$ cat config.mk
export PLATFORM = sky130hd
export DESIGN_NAME = proxy_output_realign
export DESIGN_NICKNAME = d
export VERILOG_FILES = /design/src/rtl/proxy_output_realign.sv
export SDC_FILE = /design/constraint.sdc
export NUM_CORES = 1
export LEC_CHECK = 0
export ABC_AREA = 1
export CORE_MARGIN = 8
export CORE_UTILIZATION = 50
export CTS_BUF_LIST = sky130_fd_sc_hd__clkbuf_16
export DETAILED_ROUTE_END_ITERATION = 12
export GPL_TIMING_DRIVEN = 0
export PLACE_DENSITY = 0.8
export SYNTH_ARGS = -nofsm -noshare
export SYNTH_HDL_FRONTEND = slang
export SYNTH_SLANG_ARGS = --single-unit
$ cat constraint.sdc
create_clock -name clk -period 1.28 [get_ports clk]
set_input_delay 0.256 -clock clk [delete_from_list [all_inputs] [get_ports clk]]
set_output_delay 0.256 -clock clk [all_outputs]
set_load 0.03 [all_outputs]
$ cat src/rtl/proxy_output_realign.sv
// ---------------------------------------------------------------------------
// proxy_output_realign
//
// Purpose:
//   Sits at the south edge of the systolic array. Columns repaired through a
//   weight proxy carry one extra pipeline stage upstream and therefore arrive
//   one cycle late. This block adds one extra register to every unshifted
//   column, so all columns leave together as one aligned row. The fixed
//   latency from an unshifted column's input to the output is 2 unstalled
//   cycles.
//
// Ports:
//   clk         rising-edge clock
//   rst_n       asynchronous active-low reset; clears every register
//   stall       array-wide stall; all state holds while high
//   shift_mask  bit c = 1: column c carries the extra proxy stage
//   mask_load   request to adopt shift_mask
//   col_data    column results; column c at [c*WORD_SIZE +: WORD_SIZE]
//   col_valid   per-column result valid
//   out_data    aligned row (qualified by out_valid)
//   out_valid   aligned row valid
//   busy        mask change pending or draining
//   align_err   sticky misalignment / protocol error
// ---------------------------------------------------------------------------
module proxy_output_realign #(
  parameter int WORD_SIZE = 16,
  parameter int NUM_COLS  = 4
) (
  input  logic                          clk,
  input  logic                          rst_n,
  input  logic                          stall,
  input  logic [NUM_COLS-1:0]           shift_mask,
  input  logic                          mask_load,
  input  logic [NUM_COLS*WORD_SIZE-1:0] col_data,
  input  logic [NUM_COLS-1:0]           col_valid,
  output logic [NUM_COLS*WORD_SIZE-1:0] out_data,
  output logic                          out_valid,
  output logic                          busy,
  output logic                          align_err
);

  typedef enum logic [1:0] {
    S_IDLE  = 2'd0,
    S_RUN   = 2'd1,
    S_DRAIN = 2'd2
  } state_t;

  state_t                        r_state;
  logic [NUM_COLS-1:0]           r_mask;
  logic [NUM_COLS-1:0]           r_pend_mask;
  logic                          r_pend;
  logic [1:0]                    r_drain_cnt;

  logic [NUM_COLS*WORD_SIZE-1:0] r_p1_data;
  logic [NUM_COLS-1:0]           r_p1_vld;
  logic [NUM_COLS*WORD_SIZE-1:0] r_out_data;
  logic                          r_out_valid;
  logic                          r_err;

  logic [NUM_COLS-1:0]           w_in_vld;
  logic [NUM_COLS-1:0]           w_al_vld;
  logic [NUM_COLS*WORD_SIZE-1:0] w_al_data;
  logic                          w_row_ok;
  logic                          w_row_part;
  logic                          w_pipe_empty;
  logic                          w_drain_viol;

  // Inputs arriving while draining are dropped; they would otherwise mix
  // with the rows being flushed under the old mask.
  assign w_in_vld     = (r_state == S_DRAIN) ? '0 : col_valid;
  assign w_drain_viol = (r_state == S_DRAIN) && (|col_valid);

  // Shifted columns bypass the extra register and are taken straight from
  // the input; unshifted columns come from the first-stage register.
  always_comb begin
    w_al_vld  = '0;
    w_al_data = '0;
    for (int c = 0; c < NUM_COLS; c++) begin
      if (r_mask[c]) begin
        w_al_vld[c]                        = w_in_vld[c];
        w_al_data[c*WORD_SIZE +: WORD_SIZE] = col_data[c*WORD_SIZE +: WORD_SIZE];
      end else begin
        w_al_vld[c]                        = r_p1_vld[c];
        w_al_data[c*WORD_SIZE +: WORD_SIZE] = r_p1_data[c*WORD_SIZE +: WORD_SIZE];
      end
    end
  end

  assign w_row_ok     = &w_al_vld;
  assign w_row_part   = (|w_al_vld) && !w_row_ok;
  assign w_pipe_empty = ~|r_p1_vld;

  // Stage 1: extra delay register for unshifted columns. Valid is kept only
  // for columns that actually use this stage, so "pipeline empty" is exact.
  // Stage 2: aligned output row and alignment check.
  always_ff @(posedge clk or negedge rst_n) begin
    if (!rst_n) begin
      r_p1_data   <= '0;
      r_p1_vld    <= '0;
      r_out_data  <= '0;
      r_out_valid <= 1'b0;
      r_err       <= 1'b0;
    end else if (!stall) begin
      r_p1_data   <= col_data;
      r_p1_vld    <= w_in_vld & ~r_mask;
      r_out_data  <= w_al_data;
      r_out_valid <= w_row_ok;
      if (w_row_part || w_drain_viol) begin
        r_err <= 1'b1;
      end
    end
  end

  // Mask-change control. A new mask is only adopted with the pipeline
  // empty, so every row uses the mask that was active when it entered.
  always_ff @(posedge clk or negedge rst_n) begin
    if (!rst_n) begin
      r_state     <= S_IDLE;
      r_mask      <= '0;
      r_pend_mask <= '0;
      r_pend      <= 1'b0;
      r_drain_cnt <= 2'd0;
    end else if (!stall) begin
      case (r_state)
        S_IDLE: begin
          if (|col_valid) begin
            r_state <= S_RUN;
            if (mask_load) begin
              r_pend_mask <= shift_mask;
              r_pend      <= 1'b1;
            end
          end else if (mask_load) begin
            r_mask <= shift_mask;
          end
        end
        S_RUN: begin
          if (mask_load) begin
            r_pend_mask <= shift_mask;
            r_pend      <= 1'b1;
            r_drain_cnt <= 2'd0;
            r_state     <= S_DRAIN;
          end else if (r_pend) begin
            r_drain_cnt <= 2'd0;
            r_state     <= S_DRAIN;
          end else if (w_pipe_empty && !(|col_valid)) begin
            r_state <= S_IDLE;
          end
        end
        S_DRAIN: begin
          if (r_drain_cnt == 2'd1) begin
            // A load on the applying edge is the newest request; honour it.
            r_mask      <= mask_load ? shift_mask : r_pend_mask;
            r_pend      <= 1'b0;
            r_drain_cnt <= 2'd0;
            r_state     <= S_IDLE;
          end else begin
            if (mask_load) begin
              r_pend_mask <= shift_mask;
            end
            r_drain_cnt <= r_drain_cnt + 2'd1;
          end
        end
        default: begin
          r_state <= S_IDLE;
        end
      endcase
    end
  end

  assign out_data  = r_out_data;
  assign out_valid = r_out_valid;
  assign busy      = (r_state == S_DRAIN) || r_pend;
  assign align_err = r_err;

endmodule

==> results.md <==
- Syn Nets: about 840
- Slew Viols, Final: 0
- Switching Fraction: 37.5%
- Max Clock Freq: roughly 590 MHz
- Switch Pwr: between 6 and 7 mW
- Routed WL per cell: roughly 15 um
- End of the worst hold path: r_p1_vld[2]$_DFFE_PN0N_
- Failing checks: negative setup slack
- Mapped Area: approximately 6300 sq um
- Final period utilization: 133%
- Antenna violations before repair: 0
- CP Class: reg2out
- Post-synthesis cell count: 762
- PD cells: 2130 nW/um^2
- Layout cell share with drive strength beyond 1: a little under 20%
- H-tree lvl count: 4
- Fin cells: ~1100
- Clock Power Share: between 20% and 30%
- Worst r2r path cells: 8
- Reg2reg setup slack: -0.19 ns
- Clock insertion delay at the later pin of the skew report: roughly 0.42 ns
- DRC: 0
- Largest net degree at the start of global routing: 78
- Chip width: approximately 130 um
- Yosys reg bits: about 150
- GRT overflow: 0
- Max VDD drop: 0.00107 V
- Hold path cells: 4
- Clock buffer count from CTS: 17
- Gr usage total: between 20% and 30%
- FILL cells: 994
- FP Rows: between 40 and 50
- Synth Warn #: 0
- Clock skew: approximately 0.0083 ns
- Setup ws final: -0.418 ns
- Crit path DAT: between 1 and 1.5 ns
- Seq/Total Area, Yosys: 58.2%
- CP endpoint kind: output pin
- Worst min-delay path startpoint: stall
- Port Buf Inserts: approximately 140
- Critical Path Source Type: register
- Initial core utilization: 50.7%
- Crit Path Max Fanout: 2
- I/O pin count: around 140
- Final Critical Period: 1.70 ns
- Post-DP HPWL: roughly 11 mm
- Distinct cells, synth: 29
- Placeable core area: around 12000 sq um
- Setup violations, final: 14
- Global-route wire length before repair: between 20 and 30 mm
- CP Data Required Time: roughly 1 ns
- N_diodes: 0
- Sink Count: roughly 150
- Final Hold Fails: 0
- Clk Tree Root Cell: clkbuf_16
- Slew HR: roughly 64%
- Design Power: around 18 mW
- Die H: 128 um
- Sequential Power Share: about a third
- Pre-Repair DR Iteration Count: 6
- Unrepaired setup endpoints after global routing: yes
- DR vias/cell: 5.01
- Internal Power: 11.5 mW
- Final core utilization: 69.0%
- Die ar.: roughly 17000 sq um
- Hold slack: roughly 0.22 ns
- DRT iter0 DRCs: approximately 380
- Max-cap violations: 0
- Final ANT Viol Nets: 0
- Clock Tree Buf Depth: 2
- Vias in the first global route: approximately 5500
- Total routed wirelength: roughly 17 mm
- Worst hold path class: in2reg
- Area added between synthesis and finish: 36.0%
- Slew @ Worst Pin: 0.546 ns
- Launching point of the worst reg2reg path: r_state[1]$_DFFE_PN0P_
- Clk slew on worst S/H paths: 0.06 ns
- Placed cells: 1076
- Outcome: complete, but fails checks
- Lkg Pwr: 4.55 nW
- Combinational power share: around 38%
- Vias: between 5000 and 6000
- Mapped Avg Cell Area: roughly 8.3 sq um
- NumNets Final: between 1000 and 1500
- Placer congestion estimate: about 0.84
- R2R Path End: r_pend_mask[3]$_DFFE_PN0P_
- TritonCTS clock tree: done
- Placement Setup Slack: -0.695 ns
critical path: stages (launching register included):
cell and delay (ns):
dfrtp_1 0.42, nand2_4 0.11, inv_6 0.03, buf_8 0.11, or2_4 0.22, buf_6 0.14
metal layers:
metal | share of wire, % | track usage (%) | routed length, um | up-vias
met5 | 0 | 0 | 0 | -
met4 | 1.7 | 7.55 | 284 | 0
met3 | 6.6 | 6.74 | 1130 | 22
met2 | 48 | 33.9 | 8300 | 189
met1 | 43 | 26.9 | 7440 | 2684
li1 | - | - | - | 2760
layout by cell type, fill, tap and decap left out, types with 2 or more instances in the layout:
cell / n
buf_2: 60
clkinv_2: 3
o32ai_2: 2
inv_6: 2
inv_2: 4
bufinv_16: 4
inv_1: 14
clkinvlp_4: 2
buf_4: 42
clkbuf_1: 5
nand3_1: 12
o21ai_1: 13
buf_6: 11
a21oi_2: 2
or2_2: 3
nor2_1: 9
nand4_1: 4
nand2_4: 5
dfrtp_1: 147
clkbuf_2: 4
nor2_4: 3
o21ai_4: 2
nand2_1: 408
nor2_2: 4
o21ai_2: 5
clkbuf_16: 17
o21ai_0: 81
clkdlybuf4s50_1: 72
clkinv_1: 4
buf_8: 2
how the worst max path moves through the flow:
stage	startpoint	end	slack, ns	cells after the start
final	r_state[1]$_DFFE_PN0P_	busy	-0.42	5
after global routing	r_state[0]$_DFFE_PN0P_	busy	-0.50	6
after CTS	r_state[0]$_DFFE_PN0P_	busy	-0.43	6
after detailed placement	r_state[0]$_DFFE_PN0P_	busy	-0.69	6
after global placement	rst_n	out_data[14]$_DFFE_PN0N_	-5.95	1
after floorplan	r_state[0]$_DFFE_PN0P_	busy	-0.02	5
cell type report:
cell class	count	area (sq um)	share of cell area, %
clock buffer	17	425	4.95
tap	172	215	2.50
timing repair buffer	163	1370	15.9
sequential	147	3680	42.8
buffer	38	236	2.75
clock inverter	15	173	2.01
multi-input combinational	558	2420	28.1
inverter	19	83.8	0.975
power groups by stage:
stage | clock network, mW | logic [mW] | registers (mW)
2_1_floorplan | 0 | 2.45 | 7.98
5_1_grt | 5.32 | 7.51 | 6.58
6_report | 5.01 | 6.90 | 6.44
3_3_place_gp | 0 | 6.61 | 6.49
4_1_cts | 5.09 | 6.26 | 6.40
3_5_place_dp | 0 | 6.72 | 6.50
sequential cells by signal, summed over array words and instances, names as in the netlist:
| register | count |
|---|---|
| r_drain_cnt | 2 |
| r_p1_vld | 4 |
| r_pend | 1 |
| r_mask | 4 |
| r_state | 2 |
| r_p1_data | 64 |
| out_data | 64 |
| r_pend_mask | 4 |
| align_err | 1 |
| out_valid | 1 |
per-stage QoR:
step                      instance area [sq um]  setup TNS [ns]
after floorplan                            6330         -0.0188
after global placement                     7950         -878.67
after detailed placement                   7980           -5.35
after CTS                                  8340          -0.624
after global routing                       8600           -3.29
final                                      8600           -1.84
timing repair:
| action | CTS | global route |
|---|---|---|
| endpoints found under the setup margin | 104 | 145 |
| setup buffers | 8 | 12 |
| hold endpoints to repair | 70 | 0 |
| pin swaps | 2 | 7 |
| hold buffers | 1 | 0 |
| cloned | 0 | 1 |
| resized for setup | 347 | 78 |
cell usage after synthesis, drive strengths merged:
| library cell | n | area [sq um] |
|---|---|---|
| nor3 | 1 | 5.00 |
| dfrtp | 147 | 3680 |
| o21ai | 101 | 528 |
| buf | 27 | 170 |
| nand4 | 4 | 25.0 |
| nand3 | 12 | 60.1 |
| nor2 | 16 | 72.6 |
| a21oi | 2 | 13.8 |
| nand2 | 414 | 1580 |
| o32ai | 2 | 32.5 |
| clkbuf | 11 | 42.5 |
| inv | 19 | 76.3 |
| or2 | 5 | 31.3 |
| a31oi | 1 | 6.26 |
cell families after synthesis:
logic type / count (synthesis) / synth area share [%]
buf+inv: 57 / 4.57
simple gates: 452 / 28.1
flops: 147 / 58.2
compound gates: 106 / 9.18
Note: power is estimated with default switching activity, not from simulation.
